==> src/rtl/qr_stage_seq_pkg.sv <==
// Shared definitions for the QR stage sequencer: FSM encoding, stage codes,
// timeout default and small state-decoding helpers.
package qr_stage_seq_pkg;

  localparam int unsigned CNT_W = 24;
  localparam logic [CNT_W-1:0] TIMEOUT_CYCLES_DEFAULT = 24'd1000000;

  localparam logic [1:0] STAGE_NONE = 2'd0;
  localparam logic [1:0] STAGE_BIN  = 2'd1;
  localparam logic [1:0] STAGE_LOC  = 2'd2;
  localparam logic [1:0] STAGE_SMP  = 2'd3;

  typedef enum logic [3:0] {
    IDLE,
    BIN_RUN,
    BIN_REL,
    LOC_RUN,
    LOC_REL,
    SMP_RUN,
    SMP_REL,
    DONE,
    ERR
  } state_t;

  function automatic logic [1:0] stage_of(state_t s);
    case (s)
      BIN_RUN, BIN_REL: return STAGE_BIN;
      LOC_RUN, LOC_REL: return STAGE_LOC;
      SMP_RUN, SMP_REL: return STAGE_SMP;
      default:          return STAGE_NONE;
    endcase
  endfunction

  function automatic logic is_rel(state_t s);
    return (s inside {BIN_REL, LOC_REL, SMP_REL});
  endfunction

  // Successor on a completed handshake step; only meaningful for RUN/REL states.
  function automatic state_t next_phase(state_t s);
    case (s)
      BIN_RUN: return BIN_REL;
      BIN_REL: return LOC_RUN;
      LOC_RUN: return LOC_REL;
      LOC_REL: return SMP_RUN;
      SMP_RUN: return SMP_REL;
      SMP_REL: return DONE;
      default: return IDLE;
    endcase
  endfunction

endpackage

==> src/rtl/qr_stage_seq_stage_hs.sv <==
// stage_hs: en/end handshake step detection and saturating phase timeout
// counter for whichever stage the sequencer currently has active.
module stage_hs
  import qr_stage_seq_pkg::*;
#(
  parameter logic [CNT_W-1:0] TIMEOUT_CYCLES = TIMEOUT_CYCLES_DEFAULT
) (
  input  logic clk,
  input  logic rst_n,
  input  logic i_active,
  input  logic i_rel,
  input  logic i_end,
  input  logic i_state_change,
  output logic o_adv,
  output logic o_timeout
);

  localparam logic [CNT_W-1:0] LAST_CYCLE = TIMEOUT_CYCLES - CNT_W'(1);

  logic [CNT_W-1:0] r_count;

  always_ff @(posedge clk) begin
    if (!rst_n) begin
      r_count <= '0;
    end else if (i_state_change) begin
      r_count <= '0;
    end else if (i_active && (r_count != '1)) begin
      r_count <= r_count + CNT_W'(1);
    end
  end

  // RUN waits for end to rise, REL waits for it to fall again.
  assign o_adv     = i_active & (i_rel ? ~i_end : i_end);
  assign o_timeout = i_active & (r_count == LAST_CYCLE);

endmodule

==> src/rtl/qr_stage_seq.sv <==
// qr_stage_seq: runs the bin -> loc -> smp stage chain over level en/end
// handshakes, sharing one image-RAM read address and one timeout counter.
module qr_stage_seq
  import qr_stage_seq_pkg::*;
#(
  parameter int unsigned      ADDR_WIDTH_2   = 16,
  parameter logic [CNT_W-1:0] TIMEOUT_CYCLES = TIMEOUT_CYCLES_DEFAULT
) (
  input  logic                    clk,
  input  logic                    rst_n,
  input  logic                    start,
  input  logic                    abort,
  output logic                    busy,
  output logic                    done,
  output logic                    err,
  output logic [1:0]              err_stage,
  output logic                    bin_en,
  output logic                    loc_en,
  output logic                    smp_en,
  input  logic                    bin_end,
  input  logic                    loc_end,
  input  logic                    smp_end,
  input  logic [ADDR_WIDTH_2-1:0] bin_addr,
  input  logic [ADDR_WIDTH_2-1:0] loc_addr,
  input  logic [ADDR_WIDTH_2-1:0] smp_addr,
  output logic [ADDR_WIDTH_2-1:0] ram_addr
);

  state_t r_state;
  state_t w_next;

  logic [1:0]              w_stage;
  logic                    w_active;
  logic                    w_rel;
  logic                    w_end;
  logic                    w_adv;
  logic                    w_timeout;
  logic                    w_state_change;

  logic                    w_busy_nxt;
  logic                    w_done_nxt;
  logic                    w_err_nxt;
  logic [1:0]              w_err_stage_nxt;
  logic                    w_bin_en_nxt;
  logic                    w_loc_en_nxt;
  logic                    w_smp_en_nxt;
  logic [ADDR_WIDTH_2-1:0] w_addr_nxt;

  logic                    r_busy;
  logic                    r_done;
  logic                    r_err;
  logic [1:0]              r_err_stage;
  logic                    r_bin_en;
  logic                    r_loc_en;
  logic                    r_smp_en;
  logic [ADDR_WIDTH_2-1:0] r_ram_addr;

  assign w_stage        = stage_of(r_state);
  assign w_active       = (w_stage != STAGE_NONE);
  assign w_rel          = is_rel(r_state);
  assign w_state_change = (w_next != r_state);

  always_comb begin
    case (w_stage)
      STAGE_BIN: w_end = bin_end;
      STAGE_LOC: w_end = loc_end;
      STAGE_SMP: w_end = smp_end;
      default:   w_end = 1'b0;
    endcase
  end

  stage_hs #(
    .TIMEOUT_CYCLES(TIMEOUT_CYCLES)
  ) u_stage_hs (
    .clk           (clk),
    .rst_n         (rst_n),
    .i_active      (w_active),
    .i_rel         (w_rel),
    .i_end         (w_end),
    .i_state_change(w_state_change),
    .o_adv         (w_adv),
    .o_timeout     (w_timeout)
  );

  always_ff @(posedge clk) begin
    if (!rst_n) begin
      r_state <= IDLE;
    end else begin
      r_state <= w_next;
    end
  end

  // Priority inside a running stage: abort, then handshake step, then timeout.
  always_comb begin
    w_next = r_state;
    case (r_state)
      IDLE, DONE, ERR: begin
        if (start && !abort) w_next = BIN_RUN;
      end
      default: begin
        if (abort)          w_next = IDLE;
        else if (w_adv)     w_next = next_phase(r_state);
        else if (w_timeout) w_next = ERR;
      end
    endcase
  end

  // Outputs are decoded from the upcoming state so they register alongside it.
  always_comb begin
    w_bin_en_nxt    = (w_next == BIN_RUN);
    w_loc_en_nxt    = (w_next == LOC_RUN);
    w_smp_en_nxt    = (w_next == SMP_RUN);
    w_busy_nxt      = (stage_of(w_next) != STAGE_NONE);
    w_done_nxt      = (w_next == DONE);
    w_err_nxt       = r_err;
    w_err_stage_nxt = r_err_stage;
    if (!w_active && (w_next == BIN_RUN)) begin
      w_err_nxt       = 1'b0;
      w_err_stage_nxt = STAGE_NONE;
    end else if (w_active && (w_next == ERR)) begin
      w_err_nxt       = 1'b1;
      w_err_stage_nxt = w_stage;
    end
    case (stage_of(w_next))
      STAGE_BIN: w_addr_nxt = bin_addr;
      STAGE_LOC: w_addr_nxt = loc_addr;
      STAGE_SMP: w_addr_nxt = smp_addr;
      default:   w_addr_nxt = '0;
    endcase
  end

  always_ff @(posedge clk) begin
    if (!rst_n) begin
      r_busy      <= 1'b0;
      r_done      <= 1'b0;
      r_err       <= 1'b0;
      r_err_stage <= STAGE_NONE;
      r_bin_en    <= 1'b0;
      r_loc_en    <= 1'b0;
      r_smp_en    <= 1'b0;
      r_ram_addr  <= '0;
    end else begin
      r_busy      <= w_busy_nxt;
      r_done      <= w_done_nxt;
      r_err       <= w_err_nxt;
      r_err_stage <= w_err_stage_nxt;
      r_bin_en    <= w_bin_en_nxt;
      r_loc_en    <= w_loc_en_nxt;
      r_smp_en    <= w_smp_en_nxt;
      r_ram_addr  <= w_addr_nxt;
    end
  end

  assign busy      = r_busy;
  assign done      = r_done;
  assign err       = r_err;
  assign err_stage = r_err_stage;
  assign bin_en    = r_bin_en;
  assign loc_en    = r_loc_en;
  assign smp_en    = r_smp_en;
  assign ram_addr  = r_ram_addr;

endmodule

==> config.mk <==
export PLATFORM = sky130hd
export DESIGN_NAME = qr_stage_seq
export DESIGN_NICKNAME = d
export VERILOG_FILES = /design/src/rtl/qr_stage_seq_pkg.sv /design/src/rtl/qr_stage_seq_stage_hs.sv /design/src/rtl/qr_stage_seq.sv
export SDC_FILE = /design/constraint.sdc
export NUM_CORES = 1
export LEC_CHECK = 0
export CAP_MARGIN = 10
export CORE_MARGIN = 8
export CORE_UTILIZATION = 48
export DETAILED_ROUTE_END_ITERATION = 10
export PLACE_DENSITY = 0.87
export SLEW_MARGIN = 40
export SYNTH_ARGS = -nofsm -noshare
export SYNTH_HDL_FRONTEND = slang
export SYNTH_SLANG_ARGS = --single-unit
==> constraint.sdc <==
create_clock -name clk -period 3.3 [get_ports clk]
set_input_delay 0.66 -clock clk [delete_from_list [all_inputs] [get_ports clk]]
set_output_delay 0.66 -clock clk [all_outputs]
set_load 0.02 [all_outputs]
; ---- After elaboration in Yosys (flattened, before gate mapping)
; Cells that the tools add are included.
[op_classes]
addsub = 1
n_eq_ne = 25
n_mux = 11
bitwise = 4
n_reduce_logical = 19
[op_table]
columns = cell, count
row1 = $pmux W16 S3, 1
row2 = $eq A4 B3 Y1 const B, 8
row3 = $add A24 B1 Y24 const B, 1
row4 = $eq A24 B20 Y1 const B, 1
row5 = $ne A24 B24 Y1 const B, 1
row6 = $mux W4, 5
row7 = $pmux W3 S6, 1
row8 = $eq A4 B2 Y1 const B, 4
row9 = $reduce_or A2 Y1, 8
row10 = $pmux W2 S3, 2
row11 = $eq A2 B2 Y1 const B, 4
row12 = $eq A4 B1 Y1 const B, 2
row13 = $eq A4 B4 Y1 const B, 2
row14 = $eq A2 B1 Y1 const B, 2
row15 = $logic_and A1 B1 Y1, 4
row16 = $logic_not A4 Y1, 1
row17 = $ne A4 B4 Y1, 1
row18 = $reduce_bool A2 Y1, 2
row19 = $pmux W1 S3, 1
row20 = $reduce_bool A3 Y1, 1
row21 = $reduce_or A3 Y1, 1
row22 = $and A1 B1 Y1, 2
row23 = $logic_not A1 Y1, 2
row24 = $not A1 Y1, 2
row25 = $mux W1, 1
[totals]
ff_bits = 52
word_cells = 70

; ---- Longest topological paths before layout
; Gate-level depths: netlist of run 1.
[logic_depth]
ltp_word = 16
ltp_mapped = 12
ltp_nobuf = 9

; ---- Cells and area by module
; A second synthesis of run 1 with hierarchy kept.
[hier_totals]
cells_unflattened = 345
area_unflattened_um2 = 2964.1
[by_module_without_submodules]
columns = module, n_inst, cells_per_inst, area_each_um2, seq_area_each_um2
row1 = qr_stage_seq, 1, 189, 1610.3, 560.5
row2 = stage_hs, 1, 156, 1353.8, 480.5

; ---- Least setup slack after synthesis of run 1
; No wires, ideal clock.
[synth_path]
path_kind = input port to flip-flop
startpoint = input smp_end
endpoint = register r_ram_addr[0], in the netlist ram_addr[0]
setup_time_ps = 115
t_arrival_ps = 2508
required_ps = 3185
path_slack_ps = 677
cell_stages = 10
path_buffers = 2
cell_sequence = mux2i_1 a211oi_2 or3_1 a31o_4 a21oi_2 buf_6 buf_4 mux2i_1 o22ai_1 and2_1
[synth_via]
elab_chain_len = 12
[synth_lines]
columns = item, line
row1 = start: declaration, qr_stage_seq.sv:22  ; input logic smp_end,
row2 = $pmux W1 S3 (*), qr_stage_seq.sv:64  ; case (w_stage)
row3 = $not A1 Y1, qr_stage_seq_stage_hs.sv:33  ; assign o_adv = i_active & (i_rel ? ~i_end : i_end);
row4 = $mux W1 (*), qr_stage_seq_stage_hs.sv:33
row5 = $and A1 B1 Y1 (*), qr_stage_seq_stage_hs.sv:33
row6 = $mux W4 (*), qr_stage_seq.sv:102  ; else if (w_adv) w_next = next_phase(r_state);
row7 = $mux W4 (*), qr_stage_seq.sv:101  ; if (abort) w_next = IDLE;
row8 = $mux W4 (*), qr_stage_seq.sv:96  ; case (r_state)
row9 = $eq A4 B3 Y1 (tied with other cells), qr_stage_seq_pkg.sv:26  ; case (s)
row10 = $reduce_or A2 Y1, qr_stage_seq_pkg.sv:26
row11 = $pmux W2 S3 (*), qr_stage_seq_pkg.sv:26
row12 = $eq A2 B2 Y1 or $eq A2 B1 Y1 (tied branches), qr_stage_seq.sv:124  ; case (stage_of(w_next))
row13 = $pmux W16 S3 (*), qr_stage_seq.sv:124
row14 = end signal: assignment, qr_stage_seq.sv:150  ; r_ram_addr <= w_addr_nxt;
row15 = end: declaration, qr_stage_seq.sv:56  ; logic [ADDR_WIDTH_2-1:0] r_ram_addr;
; Every way passes the cells marked *; elsewhere a longest branch is shown, timed or not.
; A chain may end at the register's enable or synchronous reset.

; ---- Final worst setup path of run 1
[layout_path]
startpoint = register r_state[2]
endpoint = register r_ram_addr[1], in the netlist ram_addr[1]
[layout_via]
elab_chain_len = 16
[layout_lines]
columns = item, line
row1 = start: declaration, qr_stage_seq.sv:29  ; state_t r_state;
row2 = start signal: assignment, qr_stage_seq.sv:89  ; r_state <= w_next;
row3 = $eq A4 B3 Y1 (tied with other cells), "qr_stage_seq_pkg.sv:26, qr_stage_seq_pkg.sv:35, qr_stage_seq_pkg.sv:40"
row4 = $reduce_or A2 Y1, qr_stage_seq_pkg.sv:26
row5 = $pmux W2 S3, qr_stage_seq_pkg.sv:26
row6 = $eq A2 B2 Y1 or $eq A2 B1 Y1 (tied branches), qr_stage_seq.sv:64
row7 = $pmux W1 S3, qr_stage_seq.sv:64
row8 = $not A1 Y1, qr_stage_seq_stage_hs.sv:33
row9 = $mux W1, qr_stage_seq_stage_hs.sv:33
row10 = $and A1 B1 Y1, qr_stage_seq_stage_hs.sv:33
row11 = $mux W4, qr_stage_seq.sv:102
row12 = $mux W4, qr_stage_seq.sv:101
row13 = $mux W4 (*), qr_stage_seq.sv:96
row14 = $eq A4 B3 Y1 (tied with other cells), qr_stage_seq_pkg.sv:26
row15 = $reduce_or A2 Y1, qr_stage_seq_pkg.sv:26
row16 = $pmux W2 S3 (*), qr_stage_seq_pkg.sv:26
row17 = $eq A2 B2 Y1 or $eq A2 B1 Y1 (tied branches), qr_stage_seq.sv:124
row18 = $pmux W16 S3 (*), qr_stage_seq.sv:124
; Marks and branches as above.

==> results of run 1 <==
[registers in the layout (all words and copies together) (netlist names)]
name                count
done                    1
ram_addr               16
smp_en                  1
r_state                 4
u_stage_hs.r_count     24
bin_en                  1
err                     1
err_stage               2
loc_en                  1
busy                    1
[how the worst min path moves through the flow]
stage | cells after the start | to | from
floorplan | 2 | u_stage_hs.r_count[3]$_SDFFE_PP0P_ | u_stage_hs.r_count[3]$_SDFFE_PP0P_
global placement | 2 | err$_SDFFE_PP0P_ | err$_SDFFE_PP0P_
detailed placement | 2 | err$_SDFFE_PP0P_ | err$_SDFFE_PP0P_
CTS | 2 | err$_SDFFE_PP0P_ | err$_SDFFE_PP0P_
global route | 2 | err_stage[1]$_SDFFE_PP0P_ | err_stage[1]$_SDFFE_PP0P_
finish | 2 | err$_SDFFE_PP0P_ | err$_SDFFE_PP0P_
[cell families (layout without fill, tap and decap cells)]
logic type | count (synthesis) | after routing | synth area share (%)
AO/OA/AOI/OAI | 52 | 52 | 13.85
multiplexers | 23 | 23 | 8.176
adder cells (fa/ha/maj) | 1 | 1 | 0.4395
XOR/XNOR | 24 | 24 | 7.385
AND/OR/NAND/NOR | 154 | 154 | 29.14
buffers and inverters | 22 | 99 | 4.439
flip-flops | 52 | 52 | 36.57
[cells in the final DEF (no fill, tap or decap), drive strengths merged, types with 5 or more instances in the layout]
cell | netlist | final
xnor2 | 8 | 8
o21ai | 8 | 8
o22ai | 16 | 16
inv | 4 | 5
nor3 | 10 | 10
dfxtp | 52 | 52
clkdlybuf4s50 | 0 | 78
nor2b | 5 | 5
a21oi | 7 | 7
buf | 15 | 9
and2 | 21 | 21
clkbuf | 3 | 6
and3 | 9 | 9
mux2i | 21 | 21
nand3 | 13 | 13
or3 | 5 | 5
nand4 | 5 | 5
xor2 | 16 | 16
nor2 | 40 | 40
nand2 | 28 | 28
[layer usage]
metal / vias up / GRT usage (%)
li1: 1309 / -
met1: 1201 / 17.41
met2: 86 / 29.70
met3: 10 / 7.452
met4: 0 / 3.758
met5: - / 0
[area by class of cell]
cell class / instances / share of cell area (%)
sequential: 52 / 27.48
multi-input combinational: 254 / 44.32
timing repair buffer: 87 / 23.05
clock buffer: 6 / 1.915
clock inverter: 2 / 0.3633
inverter: 4 / 0.3963
tap: 75 / 2.477
[critical path: cells and delay by family, from the launching register on]
family,cells,cell delay (ns)
mux,1,0.22
buf+inv,1,0.22
compound gates,3,0.68
simple gates,4,1.01
flops,1,0.71
[power by group]
part | internal [mW] | total [mW] | switching, mW
combinational | 0.101 | 0.172 | 0.0711
clock | 0.152 | 0.363 | 0.211
sequential | 0.634 | 0.640 | 0.00624
total | 0.886 | 1.18 | 0.289
[per-stage QoR]
step                area, um2  setup WS [ns]  std cells
CTS                      3789         0.3489        480
floorplan                2846         0.6769        328
global placement         3702        0.06843        472
finish                   3789         0.3392        480
detailed placement       3702        0.02358        472
global route             3789         0.1173        480
==> flow_summary.json, run 1 <==
{
  "finalPower_mw": 1.175,
  "yosysMostFrequentCell": "dfxtp_1",
  "ys_seq_area_share_pct": 36.57,
  "end_kind": "flop",
  "async_reset_ff_share_pct": 0,
  "grt_pass1_vias": 2670,
  "place.gp.congestion": 0.8943,
  "crit_fanout": 17,
  "clk_latency_ns": 0.30,
  "grt_max_degree": 25,
  "antennaDiodeCount": 0,
  "clockBufferDepth": 2,
  "multi_input_area_mm2": 0.001679,
  "synth_commonest_cells": "dfxtp_1, nor2_1, nand2_1",
  "outcome": "finished clean",
  "htreeDepth": 2,
  "ff_latch_area_mm2": 0.001041,
  "fin_util_pct": 65.15,
  "routed_wl_um": 7203,
  "netlist_area_mm2": 0.002846,
  "first_iter_violations": 214,
  "portBuffers": 78,
  "synth-main-ff-cell": "dfxtp_1",
  "cts_setup_buffers": 0,
  "first_pass_iters": 4,
  "area_growth_syn_to_layout_pct": 33.10,
  "overflow": 0,
  "setup_viol": 0,
  "clk_pin_slew_ns": 0.09,
  "synth_seq_cells": 52,
  "slew_violations": 0,
  "cts_root_buf": "clkbuf_8",
  "ios": 79,
  "cts_tree": "yes",
  "wl_per_cell_um": 15.01,
  "viasPerCell": 5.429,
  "syn_nets": 384,
  "ant_nets": 0,
  "fin_crit_sh_pct": 89.72,
  "dr_total_vias": 2606,
  "fp.dieW_um": 93.01,
  "hold_viol_final": 0,
  "ff2ff_path_depth": 9,
  "top_layer_used": "met4",
  "die-area_mm2": 0.008650,
  "postSynthAreaPerCell_um2": 8.678,
  "crit_slowest_cell": "dfxtp_1",
  "tns_ns": 0,
  "core_area_mm2": 0.005816,
  "syn_inst": 328,
  "reg2reg_to": "ram_addr[1]$_SDFF_PN0_",
  "fin_nets": 460,
  "antenna_found_initial": 0,
  "cp.required_ns": 3.50,
  "initial_core_util_pct": 48.95,
  "chipHeight_um": 93.01,
  "ys_top_cells_by_area": "dfxtp_1, mux2i_1, nor2_1",
  "crit_start": "r_state[2]$_SDFF_PN0_",
  "worst_hold_slack_ns": 0.4983,
  "worstHoldPathType": "flop to flop",
  "post-dp-hpwl_um": 5589,
  "synth.largest_area_cell": "dfxtp_1",
  "rsz0062_at_grt": "no",
  "synth_edf_count": 0,
  "track_usage_pct": 16.61,
  "ff2ff_setup_slack_ns": 0.34,
  "timing.slew.headroom_pct": 59.82,
  "arrival_ns": 3.16,
  "cp_slowest_stage_delay_ns": 0.71,
  "synth_top_area_share_pct": 36.57,
  "remaining_drc_errors": 0,
  "rows": 28,
  "ys_warn_count": 0,
  "grt_pass1_wl_um": 11900,
  "cp-endpoint": "ram_addr[1]$_SDFF_PN0_",
  "tightest_slew_ns": 0.6019,
  "vdd_drop_max_mv": 0.2045,
  "drv_cap": 0,
  "drive_gt1_share_pct": 7.901,
  "fillers": 502,
  "cts.repair.resized": 0,
  "criticalPathCategory": "flop to flop",
  "clock_skew_ns": 0.01102,
  "wl_met1_um": 2926,
  "cellPowerDensity_mw_per_mm2": 310.2,
  "start_kind": "flop",
  "r2r-start": "r_state[2]$_SDFF_PN0_",
  "route.met3.wl_um": 642,
  "cts_hold_buf": 0,
  "cts_buffers": 5,
  "power_leakage_nw": 1.541,
  "crit_path_cell_trace": "nor3_2, nand4b_4, or3_1, a31o_4, a21oi_2, buf_12, mux2i_1, o22ai_1, and2_1",
  "cts_sinks": 52,
  "max_freq_mhz": 337.8,
  "fin_crit_ns": 2.961,
  "synth_cell_type_count": 57,
  "wl_met2_um": 3549
}
(Power assumes the default switching activity.)
==> inputs of run 2 (changes only) <==
--- a/config.mk
+++ b/config.mk
@@ -6,6 +6,7 @@
 export NUM_CORES = 1
 export LEC_CHECK = 0
 export CAP_MARGIN = 10
+export CORE_ASPECT_RATIO = 0.8
 export CORE_MARGIN = 8
 export CORE_UTILIZATION = 48
 export DETAILED_ROUTE_END_ITERATION = 10
@@ -14,3 +15,4 @@
 export SYNTH_ARGS = -nofsm -noshare
 export SYNTH_HDL_FRONTEND = slang
 export SYNTH_SLANG_ARGS = --single-unit
+export TNS_END_PERCENT = 10
==> run 2 against run 1 <==
  * Wire length increased by 5.0%
  * Utilization increased by 1.1 points
  * Setup slack got worse by 0.0092 ns
  * Critical path type is now input port to flop
  * First-iteration DRC count decreased by 29%
  * Sequential power about the same
  * Worst hold slack got worse by 0.011 ns
==> flow_summary.json, run 2 (synthesized netlist as in run 1, its figures left out) <==
{
  "outcome": "finished clean",
  "drive_gt1_share_pct": 8.578,
  "cp.required_ns": 3.50,
  "setup_viol": 0,
  "die-area_mm2": 0.008666,
  "timing.slew.headroom_pct": 58.33,
  "final_common_cell": "clkdlybuf4s50_1",
  "cts_hold_buf": 0,
  "track_usage_pct": 17.74,
  "crit_slowest_cell": "clkdlybuf4s50_1",
  "clockBufferDepth": 2,
  "max_freq_mhz": 336.7,
  "chipHeight_um": 84.88,
  "antenna_found_initial": 0,
  "grt_use_met2_pct": 28.99,
  "worstPathBufferInverterCount": 1,
  "clk_pin_slew_ns": 0.09,
  "first_pass_iters": 4,
  "worstHoldPathType": "flop to flop",
  "criticalPathCategory": "input port to flop",
  "grt_busiest_layer": "met2",
  "ant_nets": 0,
  "met1_usage_pct": 19.84,
  "area_growth_syn_to_layout_pct": 35.34,
  "hold_viol_final": 0,
  "clock_skew_ns": 0.006798,
  "fin_crit_sh_pct": 90.00,
  "initial_core_util_pct": 48.92,
  "clk_latency_ns": 0.30,
  "cts_setup_buffers": 0,
  "ios": 79,
  "routed_wl_um": 7563,
  "cp_slowest_stage_delay_ns": 0.57,
  "remaining_drc_errors": 0,
  "portBuffers": 78,
  "first_iter_violations": 152,
  "rows": 25,
  "post-dp-hpwl_um": 5893,
  "start_kind": "input port",
  "vdd_drop_max_mv": 0.2185,
  "end_kind": "flop",
  "tightest_slew_ns": 0.6242,
  "cp_top_family": "simple AND/OR/NAND/NOR gates",
  "fin_crit_ns": 2.970,
  "drv_cap": 0,
  "fp.dieW_um": 102.1,
  "power_leakage_nw": 1.570,
  "antennaDiodeCount": 0,
  "fin_nets": 463,
  "crit_path_cell_trace": "clkdlybuf4s50_1, mux2i_1, or3_1, o211ai_1, mux2_2, nor2_2, o32a_2, o22ai_1, and2_1",
  "fin_util_pct": 66.22,
  "place.gp.congestion": 0.8731,
  "cts_buffers": 5,
  "gr-usage-met3_pct": 8.177,
  "fillers": 477,
  "largest_register_ffs": 24,
  "grt_pass1_vias": 2688,
  "overflow": 0,
  "final_cell_mix": "clkdlybuf4s50_1, dfxtp_1, nor2_1",
  "cts_tree": "yes",
  "tns_ns": 0,
  "crit_fanout": 16,
  "cellPowerDensity_mw_per_mm2": 324.9,
  "arrival_ns": 3.17,
  "grt_pass1_wl_um": 12390,
  "regMostFlops": "u_stage_hs.r_count",
  "dr_total_vias": 2665,
  "grt_max_degree": 25,
  "cts.repair.resized": 0,
  "core_area_mm2": 0.005818,
  "slew_violations": 0,
  "cts_root_buf": "clkbuf_8",
  "wl_per_cell_um": 15.47,
  "rsz0062_at_grt": "no",
  "htreeDepth": 2,
  "cts_sinks": 52,
  "viasPerCell": 5.450
}
run 2: cell types whose count changed in the layout (fill, tap and decap cells not counted), sizes merged:
cell	delta
buf	+3
inv	-1
bufinv	+1
run 2: report_power, final:
group	switching (mW)	total [mW]	internal, mW
clock network	0.205	0.431	0.225
registers	0.00629	0.640	0.633
logic	0.0739	0.181	0.107
run 2: layer usage:
| metal | wire length [um] | vias to the layer above | share of wire (%) |
|---|---|---|---|
| met5 | 0 | - | 0 |
| met3 | 825 | 9 | 11 |
| met1 | 3014 | 1235 | 40 |
| met2 | 3617 | 104 | 48 |
| li1 | - | 1317 | - |
| met4 | 104 | 0 | 1.4 |
run 2: cell type report:
cell class	instances	area, um2	share of cell area (%)
Clock inverter	2	35.03	0.9094
Multi-Input combinational cell	254	1679	43.59
Sequential cell	52	1041	27.02
Timing Repair Buffer	90	908.4	23.58
Inverter	4	15.01	0.3897
Clock buffer	6	72.57	1.884
Tap cell	81	101.3	2.631
run 2: worst register-to-register path: cells and delay by family (launching register included):
| kind | cells | cell delay (ns) |
|---|---|---|
| flip-flops | 1 | 0.73 |
| multiplexers | 2 | 0.78 |
| AO/OA/AOI/OAI | 3 | 0.80 |
| AND/OR/NAND/NOR | 3 | 0.55 |
run 2: per-stage QoR:
| step | hold slack (ns) | cell area [um2] | total power [mW] | setup WS, ns | instances |
|---|---|---|---|---|---|
| 6_report | 0.4869 | 3852 | 1.252 | 0.3300 | 489 |
| 5_1_grt | 0.5287 | 3852 | 1.299 | 0.1653 | 489 |
| 4_1_cts | 0.4912 | 3852 | 1.260 | 0.3526 | 489 |
| 3_5_place_dp | 0.4709 | 3745 | 0.8347 | 0.02062 | 481 |
| 3_3_place_gp | 0.4585 | 3745 | 0.8308 | 0.1101 | 481 |
| 2_1_floorplan | 0.4716 | 2846 | 0.7283 | 0.6769 | 328 |
run 2: path summary, 6_finish.rpt:
check / slack [ns] / startpoint / endpoint / depth (start not counted)
setup reg to reg: 0.36 / r_state[0]$_SDFF_PN0_ / ram_addr[0]$_SDFF_PN0_ / 8
hold reg to reg: 0.49 / err$_SDFFE_PP0P_ / err$_SDFFE_PP0P_ / 2
setup / recovery: 0.33 / loc_end / ram_addr[0]$_SDFF_PN0_ / 9
hold / removal: 0.49 / err$_SDFFE_PP0P_ / err$_SDFFE_PP0P_ / 2
